`src/rtl/fft_stage_sequencer.sv`:
```
// Stage and butterfly sequencer for an in-place radix-2 DIF FFT engine.
// Issues operand addresses and twiddle indices per butterfly, with a drain gap between stages.
module fft_stage_sequencer #(
  parameter  int N        = 16,
  parameter  int PIPE_LAT = 3,
  localparam int STAGES   = $clog2(N),
  localparam int ADDR_W   = STAGES
) (
  input  logic              clk,
  input  logic              arstn,
  input  logic              start_i,
  input  logic              bfly_ready_i,
  output logic              busy_o,
  output logic              done_o,
  output logic              bfly_valid_o,
  output logic [ADDR_W-1:0] addr_a_o,
  output logic [ADDR_W-1:0] addr_b_o,
  output logic [ADDR_W-2:0] tw_idx_o,
  output logic [STAGES-1:0] stage_onehot_o,
  output logic              shift_en_o
);

  localparam int KW = ADDR_W - 1;
  localparam int SW = $clog2(STAGES);
  localparam int DW = (PIPE_LAT > 1) ? $clog2(PIPE_LAT) : 1;

  typedef enum logic [1:0] {IDLE, RUN, DRAIN, DONE} state_t;

  state_t            state, state_n;
  logic [SW-1:0]     stage, stage_n;
  logic [KW-1:0]     k, k_n;
  logic [DW-1:0]     drain_cnt, drain_n;
  logic [STAGES-1:0] onehot, onehot_n;

  logic              last_drain;
  logic              last_stage;

  logic [SW:0]       s_p1;
  logic [ADDR_W-1:0] low_mask;
  logic [ADDR_W-1:0] k_ext;
  logic [ADDR_W-1:0] pos;
  logic [ADDR_W-1:0] addr_a;
  logic [ADDR_W-1:0] addr_b;
  logic [ADDR_W-2:0] tw;

  always_ff @(posedge clk or negedge arstn) begin
    if (!arstn) begin
      state     <= IDLE;
      stage     <= '0;
      k         <= '0;
      drain_cnt <= '0;
      onehot    <= '0;
    end else begin
      state     <= state_n;
      stage     <= stage_n;
      k         <= k_n;
      drain_cnt <= drain_n;
      onehot    <= onehot_n;
    end
  end

  assign last_drain = (state == DRAIN) && (drain_cnt == DW'(PIPE_LAT - 1));
  assign last_stage = (stage == SW'(STAGES - 1));

  always_comb begin
    state_n  = state;
    stage_n  = stage;
    k_n      = k;
    drain_n  = drain_cnt;
    onehot_n = onehot;
    case (state)
      IDLE: begin
        if (start_i) begin
          state_n  = RUN;
          stage_n  = '0;
          k_n      = '0;
          onehot_n = STAGES'(1);
        end
      end
      RUN: begin
        if (bfly_ready_i) begin
          if (k == KW'(N / 2 - 1)) begin
            k_n     = '0;
            drain_n = '0;
            state_n = DRAIN;
          end else begin
            k_n = k + KW'(1);
          end
        end
      end
      DRAIN: begin
        if (last_drain) begin
          drain_n = '0;
          if (last_stage) begin
            state_n = DONE;
          end else begin
            stage_n  = stage + SW'(1);
            onehot_n = onehot << 1;
            state_n  = RUN;
          end
        end else begin
          drain_n = drain_cnt + DW'(1);
        end
      end
      DONE: begin
        state_n  = IDLE;
        stage_n  = '0;
        onehot_n = '0;
      end
      default: state_n = IDLE;
    endcase
  end

  // Address generation: half = N >> (s+1), so the low (STAGES-1-s) bits of k select the
  // position inside a group and the remaining bits select the group.
  always_comb begin
    s_p1     = {1'b0, stage} + (SW + 1)'(1);
    low_mask = {ADDR_W{1'b1}} >> s_p1;
    k_ext    = {1'b0, k};
    pos      = k_ext & low_mask;
    addr_a   = ((k_ext & ~low_mask) << 1) | pos;
    addr_b   = addr_a + (low_mask + ADDR_W'(1));
    tw       = pos[ADDR_W-2:0] << stage;
  end

  assign busy_o         = (state != IDLE);
  assign done_o         = (state == DONE);
  assign bfly_valid_o   = (state == RUN);
  assign shift_en_o     = last_drain && !last_stage;
  assign stage_onehot_o = onehot;
  assign addr_a_o       = (state == RUN) ? addr_a : '0;
  assign addr_b_o       = (state == RUN) ? addr_b : '0;
  assign tw_idx_o       = (state == RUN) ? tw : '0;

endmodule

```
`config.mk`:
```
export PLATFORM = sky130hd
export DESIGN_NAME = fft_stage_sequencer
export DESIGN_NICKNAME = d
export VERILOG_FILES = /design/src/rtl/fft_stage_sequencer.sv
export SDC_FILE = /design/constraint.sdc
export NUM_CORES = 1
export LEC_CHECK = 0
export CAP_MARGIN = 40
export CORE_UTILIZATION = 60
export CTS_CLUSTER_SIZE = 8
export DETAILED_ROUTE_END_ITERATION = 12
export DONT_BUFFER_PORTS = 1
export PLACE_DENSITY = 0.76
export RECOVER_POWER = 25
export SKIP_CTS_REPAIR_TIMING = 1
export SLEW_MARGIN = 10
export SYNTH_ARGS = -nofsm -noshare
export SYNTH_HDL_FRONTEND = slang
export SYNTH_SLANG_ARGS = --single-unit
```
`constraint.sdc`:
```
create_clock -name clk -period 4.64 [get_ports clk]
set_clock_uncertainty 0.05 [all_clocks]
set_input_delay 0.928 -clock clk [delete_from_list [all_inputs] [get_ports clk]]
set_output_delay 0.928 -clock clk [all_outputs]
set_load 0.02 [all_outputs]
```
Word level (Yosys, flattened, before mapping). Cells that the tools add are included.

Output and inout bits: 19. Input bits: 4. Register bits after elaboration: 13.

Equal/unequal tests: 11. Multiplexer cells: 25. Shift-type cells: 2. $add $sub $neg: 6. Reductions and logical operators: 12. Bitwise operators: 4.

Operators by type and width (count): 2-to-1 mux 2 bit (11); 2-to-1 mux 4 bit (5); 2-to-1 mux 3 bit (4); one-hot mux 4 bit (3 select lines) (1); == test 2 bit, second input constant (4); inequality test 2 bit, second input constant (4); one-hot mux 2 bit (4 select lines) (1); AND reduction 4 bit (2); one-hot mux 2 bit (3 select lines) (1); one-hot mux 3 bit (2 select lines) (1); AND reduction 3 bit (2); nonzero test 2 bit (3); adder 2 x 1 -> 2 bit, second input constant (2); adder 4 x 1 -> 4 bit, second input constant (1); adder 4 bit (1); bitwise AND 3 x 4 -> 4 bit (1); OR 4 bit (1); one-hot mux 2 bit (2 select lines) (1); >> shifter 4 x 3 -> 4 bit, first input constant (1); adder 2 x 1 -> 3 bit, second input constant (1); adder 3 x 1 -> 3 bit, second input constant (1); bitwise AND 3 bit (1); == test 3 bit, second input constant (1); inverter 3 bit (1); 7 further kinds (8).

Depth between registers and ports, before layout. Gate-level depths: netlist of the first run.

Depth after elaboration: 7. Gate-level depth with buffers: 6. Mapped depth without buffers: 5.

Worst setup path before layout of the first run. No wires, ideal clock.

Path type: register to output. Start: register stage[0]. End: output addr_b_o[3]. Buffers on the path: 1. Path slack: 2.009 ns. Stages on the path, launching flop included: 6. Data arrival time: 1.653 ns. Cells stage by stage: dfrtp_1 -> clkbuf_1 -> inv_1 -> ha_1 -> or3_1 -> a21oi_1.

Longest elaborated chain between the ends: 7.

RTL lines: from (decl) (RTL line 30) `logic [SW-1:0] stage, stage_n;`; from (signal assigned) (RTL line 55) `stage <= stage_n;`; adder 2 x 1 -> 3 bit (*) (RTL line 117) `s_p1 = {1'b0, stage} + (SW + 1)'(1);`; >> shifter 4 x 3 -> 4 bit (*) (RTL line 118) `low_mask = {ADDR_W{1'b1}} >> s_p1;`; branches (longest 3 deep; another with adder 4 x 1 -> 4 bit); adder 4 bit (*) (RTL line 122) `addr_b = addr_a + (low_mask + ADDR_W'(1));`; 2-to-1 mux 4 bit (*) (RTL line 132) `assign addr_b_o = (state == RUN) ? addr_b : '0;`; to (decl) (RTL line 17) `output logic [ADDR_W-1:0] addr_b_o,`.

Mark *: on every way between the ends.

Worst setup path after layout of the first run.
Start: register stage[1]. End: output addr_b_o[3].

Same word-level chain as after synthesis.

==> metrics, run 1 <==
status finished clean; Largest stage delay, worst path roughly 0.57 ns; DR vias/cell 6.362; core area approximately 1400 µm²; Worst path depth 4; final WL between 1500 and 2000 µm; clk root buf clkbuf_4; area of the mapped netlist 930.9 µm²; CTS Buf Count 3; Pwr Total approximately 490 µW; crit path kind reg2out; Clock Power Share 0.145; clock-pin slew on the worst setup and hold paths approximately 0.090 ns; Reg2Reg Depth 4; DRC violations left 0; mux share of post-synthesis cell area 0.05511; crit-path cells inv_2, ha_1, or3_1, a21oi_1; syn nets ~120; slew margin rel. 0.4004; GRT Residual Overflow 0; Die W between 40 and 50 µm; Crit-path slowest cell dfrtp_1; first-pass GRT wire length 2297 µm; final-report hold violation count 0; largest family of logic cells by synthesized area compound AO/OA/AOI/OAI gates; IO buf count 0; post-DP HPWL ~1300 µm; mean post-synth cell area between 8 and 9 µm²; Net Sw Power approximately 230 µW; required time worst endpoint 3.66 ns; share of power burned in registers 0.404; die footprint roughly 1700 µm²; Max Cap Viol 0; setup violators final 0; Critical Path AT between 1.5 and 2 ns; Max Slew Vio Count 0; RSZ-0062 raised after global routing false; initial antenna violation count 0; layout cells sized above 1 0.08911; Buf/Inv on CP 1; Synth Area in Simple Gates 0.1868; Worst-Skew Late Latency roughly 0.28 ns; Logic pwr share 0.451; Fin Setup TNS 0 ns; most frequent cells in the layout dfrtp_1 (13), a21oi_1 (8), inv_1 (7), nor2_1 (7); Routed Antenna Nets 0; vias in the first global route around 530; largest net degree at the start of global routing 14; ys flop type dfrtp_1; IO Pins 23; router iterations before antenna repair 4; Die Y a little over 40 µm; switching part of the total 0.4821; # rows 13; Sequential Area between 300 and 400 µm²; Area growth syn-to-layout 0.4032%; minimum clock period approximately 3 ns; Tcrit/Tclk final 0.6389; Slew @ Worst Pin between 0.8 and 0.9 ns; antenna cell count 0; Yosys reg bits 13; Initial Util 0.6813; P per Cell Area 519.6 nW/µm²; multi-input gate area in the final layout 529.3 µm²; R2R Setup Slk 2.89 ns; vias post-DR 738; crit end category output pin; number of synthesized flops with an enable pin 0; P_int about 250 µW; Synth Area in XOR/XNOR 0.009409; RD Place Congestion ~0.75; Clock Path Buffers 2; Max Clk Rate approximately 340 MHz; worst min path class in2async; delay-heaviest family, CP flip-flops; H-tree depth 1; CTS tree yes; Max VDD drop roughly 0.27 mV; register area share after synthesis 0.3495; DR WL/cell ~15 µm; Synth Area in Adders 0.08065; nets 112; nature of the critical path startpoint register; Fill cells between 100 and 150; async set-reset flop share out of synthesis 1.000; CTS Sinks 13; Compound-Gate Fraction of Synth Area 0.2366; commonest non-fill, non-tap cell in the layout dfrtp_1; Ys Warns 0; Cells after Synth 105; distinct cell type count after synthesis 35; Initial DRC Count 14; crit-path max FO 12; Static Leak roughly 0.43 nW; GRT Overall Usage 0.2134
cell type report:
class                   count  share of cell area
multi-input cells          75              0.5663
well taps                  15             0.02008
inverters                   9             0.03614
clock inverters             1            0.005355
flip-flops and latches     13              0.3481
clock buffers               3             0.02410
routing by layer:
metal | vias to the layer above | share of wire | GRT usage
met3 | 2 | 0.050 | 0.05319
met4 | 0 | 0.0070 | 0.1129
met5 | - | 0 | 0
li1 | 368 | - | -
met1 | 347 | 0.47 | 0.2640
met2 | 21 | 0.47 | 0.3398
state kept, by name, summed over array words and instances, names as in the netlist:
| register | flops |
|---|---|
| state | 2 |
| stage_onehot_o | 4 |
| k | 3 |
| stage | 2 |
| drain_cnt | 2 |
kinds of logic (layout without fill, tap and decap cells):
logic type / Yosys count / after routing
AO/OA/AOI/OAI: 33 / 33
XOR/XNOR: 1 / 1
adder cells (fa/ha/maj): 6 / 6
buffers and inverters: 17 / 13
flip-flops: 13 / 13
multiplexers: 5 / 5
AND/OR/NAND/NOR: 30 / 30
cells in the mapped netlist, types with 2 or more instances:
| library cell | instances | share of area |
|---|---|---|
| a22o_1 | 5 | 0.047 |
| nor2_1 | 7 | 0.028 |
| ha_1 | 6 | 0.081 |
| nor2b_1 | 3 | 0.020 |
| buf_2 | 4 | 0.022 |
| o22ai_1 | 2 | 0.013 |
| inv_2 | 2 | 0.0081 |
| o21ai_0 | 6 | 0.032 |
| dfrtp_1 | 13 | 0.35 |
| inv_1 | 7 | 0.028 |
| clkbuf_1 | 3 | 0.012 |
| nor4b_1 | 2 | 0.019 |
| mux2i_1 | 4 | 0.043 |
| a22oi_1 | 2 | 0.016 |
| and3_1 | 2 | 0.013 |
| o2bb2ai_1 | 5 | 0.047 |
| a21oi_1 | 8 | 0.043 |
| nand2_1 | 4 | 0.016 |
| nand2b_1 | 4 | 0.027 |
metrics by stage:
stage	hold WS (ns)	instance area, µm²	util	cells	worst slack (ns)
after detailed placement	0.5145	907.1	0.6639	112	1.989
after global routing	0.2657	934.6	0.6841	116	1.524
after global placement	0.5056	907.1	0.6639	112	2.024
final	0.2820	934.6	0.6841	116	1.676
after floorplan	0.4633	930.9	-	105	2.009
after CTS	0.2772	934.6	0.6841	116	1.675
power groups by stage:
| stage | clock network, mW | registers [mW] | logic (mW) |
|---|---|---|---|
| 2_1_floorplan | 0 | 0.172 | 0.223 |
| 3_3_place_gp | 0 | 0.195 | 0.215 |
| 3_5_place_dp | 0 | 0.198 | 0.221 |
| 4_1_cts | 0.0718 | 0.195 | 0.221 |
| 5_1_grt | 0.0762 | 0.204 | 0.243 |
| 6_report | 0.0705 | 0.196 | 0.219 |
worst paths after layout:
path | from | endpoint
max | stage[1] | addr_b_o[3]
min | arstn | stage_onehot_o[2]
max reg2reg | stage[1] | stage_onehot_o[0]
min reg2reg | drain_cnt[1] | drain_cnt[1]
max in group asynchronous | arstn | k[1]
min in group clk | drain_cnt[1] | drain_cnt[1]
(Power assumes the default switching activity.)
==> run 2: changes to the inputs <==
--- a/config.mk
+++ b/config.mk
@@ -6,11 +6,11 @@
 export NUM_CORES = 1
 export LEC_CHECK = 0
 export CAP_MARGIN = 40
-export CORE_UTILIZATION = 60
+export CORE_UTILIZATION = 55
 export CTS_CLUSTER_SIZE = 8
 export DETAILED_ROUTE_END_ITERATION = 12
 export DONT_BUFFER_PORTS = 1
-export PLACE_DENSITY = 0.76
+export PLACE_DENSITY = 0.73
 export RECOVER_POWER = 25
 export SKIP_CTS_REPAIR_TIMING = 1
 export SLEW_MARGIN = 10
==> constraint.sdc (replaced) <==
create_clock -name clk -period 2.4 [get_ports clk]
set_clock_uncertainty 0.05 [all_clocks]
set_input_delay 0.48 -clock clk [delete_from_list [all_inputs] [get_ports clk]]
set_output_delay 0.48 -clock clk [all_outputs]
set_load 0.02 [all_outputs]
==> run 2 against run 1 <==
  * Largest power group unchanged
  * Highest routed layer is now met3
  * Sequential power rose by 95%
  * Combinational power rose by 110%
  * Global-route usage rose by 1.0 points
==> metrics, run 2 (synthesis gave the netlist of run 1 again) <==
worst reg2reg endpoint stage_onehot_o[1] (was stage_onehot_o[0]); DRC violations left 0 (unchanged); Slew @ Worst Pin 0.5829 ns (was 0.8912 ns); # rows 14 (was 13); Fill cells 132 (was 130); clk root buf clkbuf_4 (unchanged); IO Pins 23 (unchanged); router iterations before antenna repair 4 (unchanged); CTS Sinks 13 (unchanged); Max Clk Rate around 440 MHz; multi-input gate area in the final layout 535.5 µm² (was 529.3 µm²); nature of the critical path startpoint register (unchanged); DR WL/cell 15.01 µm (was 14.84 µm); Cells on Worst Hold Path 2; Hold EP state[1]; crit end category output pin (unchanged); Routed Antenna Nets 0 (unchanged); H-tree depth 1 (unchanged); P per Cell Area 1003 nW/µm² (was 519.6 nW/µm²); GRT Residual Overflow 0 (unchanged); Initial Util 0.6039 (was 0.6813); Finished Core Util 0.6331 (was 0.6841); final hold slack 0.3829 ns (was 0.2820 ns); Crit-path slowest cell dfrtp_2 (was dfrtp_1); Buf/Inv on CP 2 (was 1); minimum clock period between 2 and 2.5 ns; slew margin rel. 0.6101 (was 0.4004); Min-Delay Startpoint bfly_ready_i; Die Y 43.14 µm (was 41.39 µm); vias in the first global route 711 (was 529); GRT Overall Usage 0.2234 (was 0.2134); core area 1541 µm² (was 1366 µm²); setup violators final 0 (unchanged); layout cells sized above 1 0.1429 (was 0.08911); first-pass GRT wire length 3105 µm (was 2297 µm); vias post-DR 768 (was 738); Static Leak 0.4445 nW (was 0.4314 nW); initial antenna violation count 0 (unchanged); clock-pin slew on the worst setup and hold paths 0.08 ns (was 0.09 ns); nets 116 (was 112); Critical Path AT 1.77 ns (was 1.99 ns); antenna cell count 0 (unchanged); CTS tree yes (unchanged); Worst-Skew Late Latency 0.27 ns (was 0.28 ns); R2R Setup Slk 0.74 ns (was 2.89 ns); Fin Setup TNS 0 ns (unchanged); Largest stage delay, worst path 0.48 ns (was 0.57 ns); RSZ-0062 raised after global routing false (unchanged); RD Place Congestion 0.8282 (was 0.7501); crit-path cells inv_2, ha_1, or3_1, a21oi_1, buf_4 (was inv_2, ha_1, or3_1, a21oi_1); max reg flops 4 (unchanged); post-DP HPWL 1312 µm (was 1280 µm); Die W 43.14 µm (was 41.39 µm); CTS Buf Count 3 (unchanged); crit path from stage[1] (unchanged); most frequent cells in the layout dfrtp_1 (11), inv_1 (7), a21oi_1 (7) (was dfrtp_1 (13), a21oi_1 (8), inv_1 (7), nor2_1 (7)); Area growth syn-to-layout 4.839% (was 0.4032%); Max Cap Viol 0 (unchanged); Sequential Area 327.8 µm² (was 325.3 µm²); status finished clean (unchanged); reg-to-reg critical path startpoint stage[1] (unchanged); IO buf count 0 (unchanged); DR vias/cell 6.347 (was 6.362); final WL 1816 µm (was 1721 µm); final-report hold violation count 0 (unchanged); Max VDD drop 0.5786 mV (was 0.2667 mV); Clock Path Buffers 2 (unchanged); Max Slew Vio Count 0 (unchanged); worst min path class in2reg (was in2async); commonest non-fill, non-tap cell in the layout dfrtp_1 (unchanged); Initial DRC Count 13 (was 14); required time worst endpoint 1.87 ns (was 3.66 ns); largest net degree at the start of global routing 14 (unchanged); delay-heaviest family, CP flip-flops (unchanged); die footprint 1861 µm² (was 1713 µm²); Reg2Reg Depth 4 (unchanged); Tcrit/Tclk final 0.9573; crit-path max FO 12 (unchanged); crit path kind reg2out (unchanged)
==> run 2: cell type report <==
type / instances / area share
multi-input combinational: 75 / 0.5487
inverter: 9 / 0.03462
clock buffer: 4 / 0.02692
tap: 16 / 0.02051
timing repair buffer: 4 / 0.03333
sequential: 13 / 0.3359
==> run 2: power by group <==
group          switching, mW  internal (mW)  total, mW
Combinational          0.287          0.178      0.465
Sequential             0.114          0.270      0.383
Clock                 0.0661         0.0644      0.131
==> run 2: worst max-delay path by stage <==
stage / endpoint / slack (ns) / depth (start not counted)
after CTS: addr_b_o[3] / -0.003 / 5
final: addr_b_o[3] / 0.10 / 5
after floorplan: addr_b_o[3] / 0.22 / 5
after detailed placement: addr_b_o[3] / 0.30 / 5
after global placement: shift_en_o / 0.32 / 3
after global routing: addr_b_o[3] / 0.004 / 5
==> run 2: metrics by stage <==
stage | std cells | setup slack (ns) | instance area (µm²) | power (mW)
after floorplan | 105 | 0.2166 | 930.9 | 0.7626
after global placement | 116 | 0.3183 | 930.9 | 0.8200
after detailed placement | 116 | 0.2967 | 930.9 | 0.8348
after CTS | 120 | -0.003388 | 957.2 | 0.9688
after global routing | 121 | 0.003684 | 975.9 | 1.047
final | 121 | 0.1025 | 975.9 | 0.9789
==> run 2: routing by layer <==
| metal | track usage | vias to the layer above | wire [µm] |
|---|---|---|---|
| met3 | 0.09787 | 0 | 120 |
| met5 | 0 | - | 0 |
| met4 | 0.04242 | 0 | 0 |
| li1 | - | 377 | - |
| met1 | 0.3065 | 371 | 841 |
| met2 | 0.3284 | 20 | 854 |
